`src/rtl/mem_bist.sv`:
```
// mem_bist -- built-in self-test master for a single-clock dual-port RAM
// (one write port, one registered read port).
//
// On an accepted start the block fills every RAM address with
// pat(a) = seed + a, sweeps the read port, and compares each returned word
// against the expected pattern. The result is reported as pass, a saturating
// error count and the address of the first failing compare.
//
// Optional feature macro: MEM_BIST_INVERT_PASS_EN
//   When defined, a second write/read pass follows using ~pat(a). The error
//   count accumulates across both passes.
//
// Ports:
//   clk             clock, all state updates on posedge
//   rst             asynchronous active-high reset
//   start           begin a run (only honoured in IDLE or DONE)
//   seed            pattern seed, captured on accepted start
//   busy            high while a run is in progress
//   done            level, high in DONE until the next accepted start
//   pass            high in DONE when no mismatch was seen
//   err_count       saturating mismatch count
//   first_err_addr  address of the first mismatch (0 if none)
//   ram_data        RAM write data
//   ram_write_addr  RAM write address
//   ram_read_addr   RAM read address
//   ram_we          RAM write enable
//   ram_q           RAM read data, valid the cycle after ram_read_addr
module mem_bist #(
   parameter int DATA_WIDTH = 8,
   parameter int ADDR_WIDTH = 3
) (
   input  logic                    clk,
   input  logic                    rst,
   input  logic                    start,
   input  logic [DATA_WIDTH-1:0]   seed,
   output logic                    busy,
   output logic                    done,
   output logic                    pass,
   output logic [ADDR_WIDTH+1:0]   err_count,
   output logic [ADDR_WIDTH-1:0]   first_err_addr,
   output logic [DATA_WIDTH-1:0]   ram_data,
   output logic [ADDR_WIDTH-1:0]   ram_write_addr,
   output logic [ADDR_WIDTH-1:0]   ram_read_addr,
   output logic                    ram_we,
   input  logic [DATA_WIDTH-1:0]   ram_q
);

   localparam logic [ADDR_WIDTH-1:0] LAST = {ADDR_WIDTH{1'b1}};

   typedef enum logic [2:0] {
      S_IDLE, S_WRITE, S_READ, S_WRITE_INV, S_READ_INV, S_DRAIN, S_DONE
   } state_t;

   state_t                  state;
   logic [DATA_WIDTH-1:0]   seed_r;
   logic                    cmp_v;
   logic                    cmp_inv;
   logic [ADDR_WIDTH-1:0]   cmp_a;
   logic                    first_err_seen;
   logic [DATA_WIDTH-1:0]   cmp_exp;
   logic                    mismatch;
   logic [ADDR_WIDTH+1:0]   err_next;

   // Expected word for address a; the address is resized to the word width
   // so the sum wraps modulo 2**DATA_WIDTH.
   function automatic logic [DATA_WIDTH-1:0] exp_word(
      input logic [DATA_WIDTH-1:0] s,
      input logic [ADDR_WIDTH-1:0] a,
      input logic                  inv
   );
      logic [DATA_WIDTH-1:0] w;
      w = s + DATA_WIDTH'(a);
      return inv ? ~w : w;
   endfunction

   function automatic logic [ADDR_WIDTH+1:0] sat_inc(input logic [ADDR_WIDTH+1:0] v);
      return (v == {(ADDR_WIDTH+2){1'b1}}) ? v : v + 1'b1;
   endfunction

   assign cmp_exp  = exp_word(seed_r, cmp_a, cmp_inv);
   assign mismatch = cmp_v && (ram_q != cmp_exp);
   assign err_next = mismatch ? sat_inc(err_count) : err_count;

   always_ff @(posedge clk or posedge rst) begin
      if (rst) begin
         state          <= S_IDLE;
         seed_r         <= '0;
         cmp_v          <= 1'b0;
         cmp_inv        <= 1'b0;
         cmp_a          <= '0;
         first_err_seen <= 1'b0;
         busy           <= 1'b0;
         done           <= 1'b0;
         pass           <= 1'b0;
         err_count      <= '0;
         first_err_addr <= '0;
         ram_data       <= '0;
         ram_write_addr <= '0;
         ram_read_addr  <= '0;
         ram_we         <= 1'b0;
      end else begin
         // compare stage: ram_q now holds the word for the address issued last cycle
         cmp_v     <= (state == S_READ) || (state == S_READ_INV);
         cmp_inv   <= (state == S_READ_INV);
         cmp_a     <= ram_read_addr;
         err_count <= err_next;
         if (mismatch && !first_err_seen) begin
            first_err_seen <= 1'b1;
            first_err_addr <= cmp_a;
         end

         // issue stage: sequence the RAM port signals
         case (state)
            S_IDLE, S_DONE: begin
               if (start) begin
                  state          <= S_WRITE;
                  seed_r         <= seed;
                  busy           <= 1'b1;
                  done           <= 1'b0;
                  pass           <= 1'b0;
                  err_count      <= '0;
                  first_err_addr <= '0;
                  first_err_seen <= 1'b0;
                  ram_we         <= 1'b1;
                  ram_write_addr <= '0;
                  ram_data       <= seed;
               end
            end
            S_WRITE, S_WRITE_INV: begin
               if (ram_write_addr == LAST) begin
                  ram_we         <= 1'b0;
                  ram_write_addr <= '0;
                  ram_data       <= '0;
                  state          <= (state == S_WRITE_INV) ? S_READ_INV : S_READ;
               end else begin
                  ram_write_addr <= ram_write_addr + 1'b1;
                  ram_data       <= exp_word(seed_r, ram_write_addr + 1'b1,
                                             state == S_WRITE_INV);
               end
            end
            S_READ: begin
               if (ram_read_addr == LAST) begin
                  ram_read_addr <= '0;
`ifdef MEM_BIST_INVERT_PASS_EN
                  // the compare of the last read overlaps this first inverted write
                  state          <= S_WRITE_INV;
                  ram_we         <= 1'b1;
                  ram_write_addr <= '0;
                  ram_data       <= exp_word(seed_r, '0, 1'b1);
`else
                  state <= S_DRAIN;
`endif
               end else begin
                  ram_read_addr <= ram_read_addr + 1'b1;
               end
            end
            S_READ_INV: begin
               if (ram_read_addr == LAST) begin
                  ram_read_addr <= '0;
                  state         <= S_DRAIN;
               end else begin
                  ram_read_addr <= ram_read_addr + 1'b1;
               end
            end
            S_DRAIN: begin
               // err_next already includes the final compare
               state <= S_DONE;
               busy  <= 1'b0;
               done  <= 1'b1;
               pass  <= (err_next == '0);
            end
            default: state <= S_IDLE;
         endcase
      end
   end

endmodule

```
`config.mk`:
```
export PLATFORM = sky130hd
export DESIGN_NAME = mem_bist
export DESIGN_NICKNAME = d
export VERILOG_FILES = /design/src/rtl/mem_bist.sv
export SDC_FILE = /design/constraint.sdc
export NUM_CORES = 1
export LEC_CHECK = 0
export BUFFER_PORTS_ARGS = -buffer_cell sky130_fd_sc_hd__buf_2
export CAP_MARGIN = 30
export CORE_MARGIN = 10
export CORE_UTILIZATION = 61
export CTS_BUF_LIST = sky130_fd_sc_hd__clkbuf_16
export DETAILED_ROUTE_END_ITERATION = 8
export GPL_ROUTABILITY_DRIVEN = 0
export PLACE_DENSITY_LB_ADDON = 0.25
export SETUP_SLACK_MARGIN = 0.15
export SLEW_MARGIN = 20
export SYNTH_ARGS = -nofsm -noshare
export SYNTH_HDL_FRONTEND = slang
export SYNTH_SLANG_ARGS = --single-unit
```
`constraint.sdc`:
```
create_clock -name clk -period 7.7 [get_ports clk]
set_clock_uncertainty 0.05 [all_clocks]
set_input_delay 0.385 -clock clk [delete_from_list [all_inputs] [get_ports clk]]
set_output_delay 0.385 -clock clk [all_outputs]
set_load 0.05 [all_outputs]
```
# After elaboration in Yosys (flattened, before gate mapping)
# Cells that the tools add are included.
# word_totals
register_bits	43
input_bits	19
output_inout_bits	26
word_cells	82
# op_classes
n_addsub	5
n_eq_ne	13
n_mux	31
n_bitwise	2
n_reduce_logical	16
# op_table
op	n
two-way mux 8 bit	4
two-way mux 3 bit	10
two-way mux 5 bit	4
adder 8 x 3 -> 8 bit	2
inverter 8 bit	2
case mux 8 bit (2 select lines)	1
== test 3 bit, second input constant	5
case mux 3 bit (4 select lines)	1
!= test 8 bit	1
case mux 1 bit (2 select lines)	4
adder 3 x 1 -> 3 bit, second input constant	2
== test 3 x 2 -> 1 bit, second input constant	2
two-way mux 1 bit	6
case mux 3 bit (2 select lines)	1
AND reduction 2 bit	3
AND reduction 3 bit	2
OR reduction 2 bit	3
adder 5 x 1 -> 5 bit, second input constant	1
== test 5 bit, second input constant	1
zero test 5 bit	1
!= test 2 bit, second input constant	2
nonzero test 2 bit	2
== test 3 x 1 -> 1 bit, second input constant	1
zero test 3 bit	1
4 further kinds	5

# Depth between registers and ports, before layout
# depth
depth_word	9
ltp_mapped	11
ltp_nobuf	10

# Least setup slack after synthesis
# Ideal clock, no wire load.
# synth_path
path_type	reg-to-reg
startpoint	reg seed_r[0]
endpoint	reg err_count[4]
setup_ns	0.133
t_arrival_ns	2.546
required_ns	7.517
slack_ns	4.971
path_stages_with_launch	12
n_path_buf	1
period_less_slack_ns	2.729
cell_sequence	dfrtp_1 -> ha_1 -> inv_1 -> fa_1 -> nand2b_1 -> and3_1 -> or4_4 -> o211ai_2 -> a41oi_4 -> buf_6 -> a41oi_2 -> nor2_1
# synth_between
elab_chain_len	8
# synth_lines
element	line	source
from (decl)	55	logic [DATA_WIDTH-1:0] seed_r;
from (signal assigned)	87	seed_r <= '0;
from (signal assigned)	117	seed_r <= seed;
adder 8 x 3 -> 8 bit *	72	w = s + DATA_WIDTH'(a);
inverter 8 bit	73	return inv ? ~w : w;
two-way mux 8 bit *	73	
!= test 8 bit *	81	assign mismatch = cmp_v && (ram_q != cmp_exp);
logical AND 1 bit *	81	
two-way mux 5 bit *	82	assign err_next = mismatch ? sat_inc(err_count) : err_count;
two-way mux 5 bit	115	if (start) begin
two-way mux 5 bit *	113	case (state)
to (signal assigned)	106	err_count <= err_next;
to (decl)	39	output logic [ADDR_WIDTH+1:0] err_count,
# Every way passes the cells marked *; elsewhere a longest branch is shown, timed or not.
# A chain may end at the register's enable or synchronous reset.

# Worst setup path in the final report
# layout_path
startpoint	reg seed_r[0]
endpoint	reg err_count[2]
# The elaborated chain is that of the path after synthesis.

==> flow_summary_export.csv <==
group,metric,value,unit
outcome,outcome,"completed",
global_routing,grt_max_degree,44,
timing,post-route-min-period,3.00,ns
timing,worst_pin_slew,0.950,ns
critical_path,worstPathArrival,3.14,ns
yosys,yosysTopAreaCell,"dfrtp_1",
critical_path,cpPeakStageDelay,0.41,ns
detailed_routing,drc,0,
critical_path,path_cells,"ha_1 -> inv_1 -> fa_1 -> nand2b_1 -> and3_1 -> or4_4 -> o211ai_2 -> a41oi_4 -> and4_1 -> nor3_2",
timing,fin_crit_sh,38.9,%
critical_path,start_kind,"register",
timing,finalSetupViolations,0,
final_layout,fillers,339,
yosys,synthTopCellsByCount,"dfrtp_1 (43), nand2_1 (41), nor2_1 (18), xnor2_1 (18), inv_1 (16)",
final_layout,diodes,0,
timing,fmax,334,MHz
power_and_ir_drop,total_power,1.61,mW
clock_network,cts_tree,"built",
yosys,ys_types,55,
global_routing,overflow,0,
placement,place_ws,4.72,ns
power_and_ir_drop,irDropWorstVdd,0.384,mV
floorplan,fp-row-count,24,
yosys,synth_seq_cells,43,
clock_network,root_buffer,"clkbuf_16",
critical_path,path_delay_family,"simple AND/OR/NAND/NOR gates",
global_routing,gr-usage-all-layers,16.4,%
final_layout,drive_gt1_share,19.6,%
yosys,ys_top_cells_by_area,"dfrtp_1 (40%), xnor2_1 (5.9%), nand2_1 (5.8%), ha_1 (5.1%), xor2_1 (2.9%)",
yosys,synth_edf_count,0,
yosys,synth_most_common_cell,"dfrtp_1",
placement,placed_cell_area,0.00289,mm²
global_routing,busiest_layer,"met2",
floorplan,start_util,62.3,%
timing,fin_setup_tns,0,ns
global_routing,grt_pass1_wl,10100,µm
power_and_ir_drop,p_leak,1.49,nW
floorplan,core,0.00429,mm²
critical_path,crit_fanout,17,
floorplan,dieWidth,86.2,µm
timing,hold_viol,0,
critical_path,crit_buf_inv,1,
detailed_routing,dr.pass1.iters,5,
timing,drv_slew,0,
power_and_ir_drop,power_density,526,mW/mm²
critical_path,path_class,"register to register",
placement,hpwl,4380,µm
worst_hold_path,hold_class,"input pin to asynchronous set/reset pin",
yosys,syn_area_per_cell,9.28,µm²
final_layout,regArea,0.00108,mm²
global_routing,grt_use_met3,4.32,%
detailed_routing,wl_per_cell,15.8,µm
final_layout,fin_nets,357,
clock_network,cts_resized,0,
yosys,synth_top_area_share,40.2,%
detailed_routing,drt_iter0_drc,78,
clock_network,clockBufferDepth,2,
yosys,synth_warnings,0,
detailed_routing,drt-total-wl,5990,µm
clock_network,clk_latency,0.28,ns
final_layout,areaGrowthSynthToFinish,14.6,%
detailed_routing,antenna_left,0,
yosys,syn_area,0.00267,mm²
timing,whs,0.175,ns
global_routing,grt_pass1_vias,2167,
clock_network,path_clk_slew,0.06,ns
placement,io_buffers,44,
yosys,syn-num-nets,320,
placement,dp.cells,369,
timing,fin_ws,4.70,ns
critical_path,cp-end-kind,"register",
yosys,ys.flop_type,"dfrtp_1",
critical_path,critPathRequiredTime,7.85,ns
detailed_routing,routed_via_density,5.77,
clock_network,cts_buffers,5,
clock_network,cts.sinks,43,
run,maxCapViolations,0,
final_layout,final_util,71.4,%
detailed_routing,via_count,2180,
global_routing,grt_util_met2,28.4,%
clock_network,h-tree-depth,2,
final_layout,post-route-cell-area,0.00307,mm²
floorplan,die_area,0.00743,mm²
clock_network,cts_hold_buffers,0,
yosys,yosysSeqAreaShare,40.2,%
critical_path,slowest_stage,"or4_4",
yosys,async_flop_share,100,%
global_routing,use_met1,20.0,%
timing,rsz0062_at_grt,"no",
yosys,synthCells,288,
timing,slew_headroom,36.5,%
floorplan,io_pins,45,
final_layout,final-instance-count-excl-fill,378,
floorplan,die_y,86.2,µm
final_layout,multiInputGateArea,0.00147,mm²
global_routing,antenna_found_initial,0,
clock_network,post_cts_buffers,0,
## tightest hold or removal path: stages
cell and delay [ns]:
buf_2 0.10, clkinv_1 0.03, buf_4 0.45
## metal layers
layer	share of wire [%]	wire length (µm)
met2	52	3120
met1	43	2580
met4	0.42	25
met3	4.4	262
met5	0	0
## area by class of cell
cell class | count | share of cell area (%)
clock buffers | 5 | 4.08
clock inverters | 3 | 1.27
inverters | 16 | 1.96
multi-input cells | 213 | 47.8
flip-flops and latches | 43 | 35.1
well taps | 52 | 2.12
repair buffers | 46 | 7.67
## power by group
group | switching, mW | leakage [nW] | internal [mW]
sequential | 0.118 | 0.539 | 0.327
combinational | 0.591 | 0.868 | 0.343
clock | 0.0830 | 0.0812 | 0.151
## cell usage in the layout, fill, tap and decap left out, types with 3 or more instances in the layout
cell / count
a21boi_0: 8
a21oi_1: 15
a41o_1: 5
and3_1: 4
buf_2: 44
clkbuf_16: 5
dfrtp_1: 43
ha_1: 11
inv_1: 15
nand2_1: 41
nand2b_1: 3
nand3_1: 3
nand4_1: 4
nor2_1: 18
nor2b_1: 7
o21ai_0: 9
o21ai_1: 6
o22ai_1: 8
or3_1: 3
xnor2_1: 18
xor2_1: 9
## state kept, by name, indices dropped and copies added, names as in the netlist, 3 cells and up
signal and count:
ram_read_addr 3, cmp_a 3, seed_r 8, first_err_addr 3, ram_data 8, err_count 5, state 3, ram_write_addr 3
## path summary, 6_finish.rpt
path / startpoint / endpoint / slack, ns / cells past startpoint
worst max register to register: seed_r[0] / err_count[2] / 4.70 / 10
worst min register to register: ram_read_addr[2] / cmp_a[2] / 0.38 / 0
min in group clk: seed[6] / seed_r[6] / 0.26 / 3
worst max-delay path: seed_r[0] / err_count[2] / 4.70 / 10
worst min-delay path: rst / err_count[3] / 0.17 / 3
max in group asynchronous: rst / ram_data[6] / 7.05 / 3
## cell families after synthesis
logic type	after synthesis	synth area share [%]
flip-flops	43	40.2
AO/OA/AOI/OAI	72	19.8
adder cells (fa/ha/maj)	13	6.64
multiplexers	4	1.59
AND/OR/NAND/NOR	97	17.9
XOR/XNOR	27	8.84
buffers and inverters	32	4.96
No activity file was read; power rests on OpenSTA's default activity.
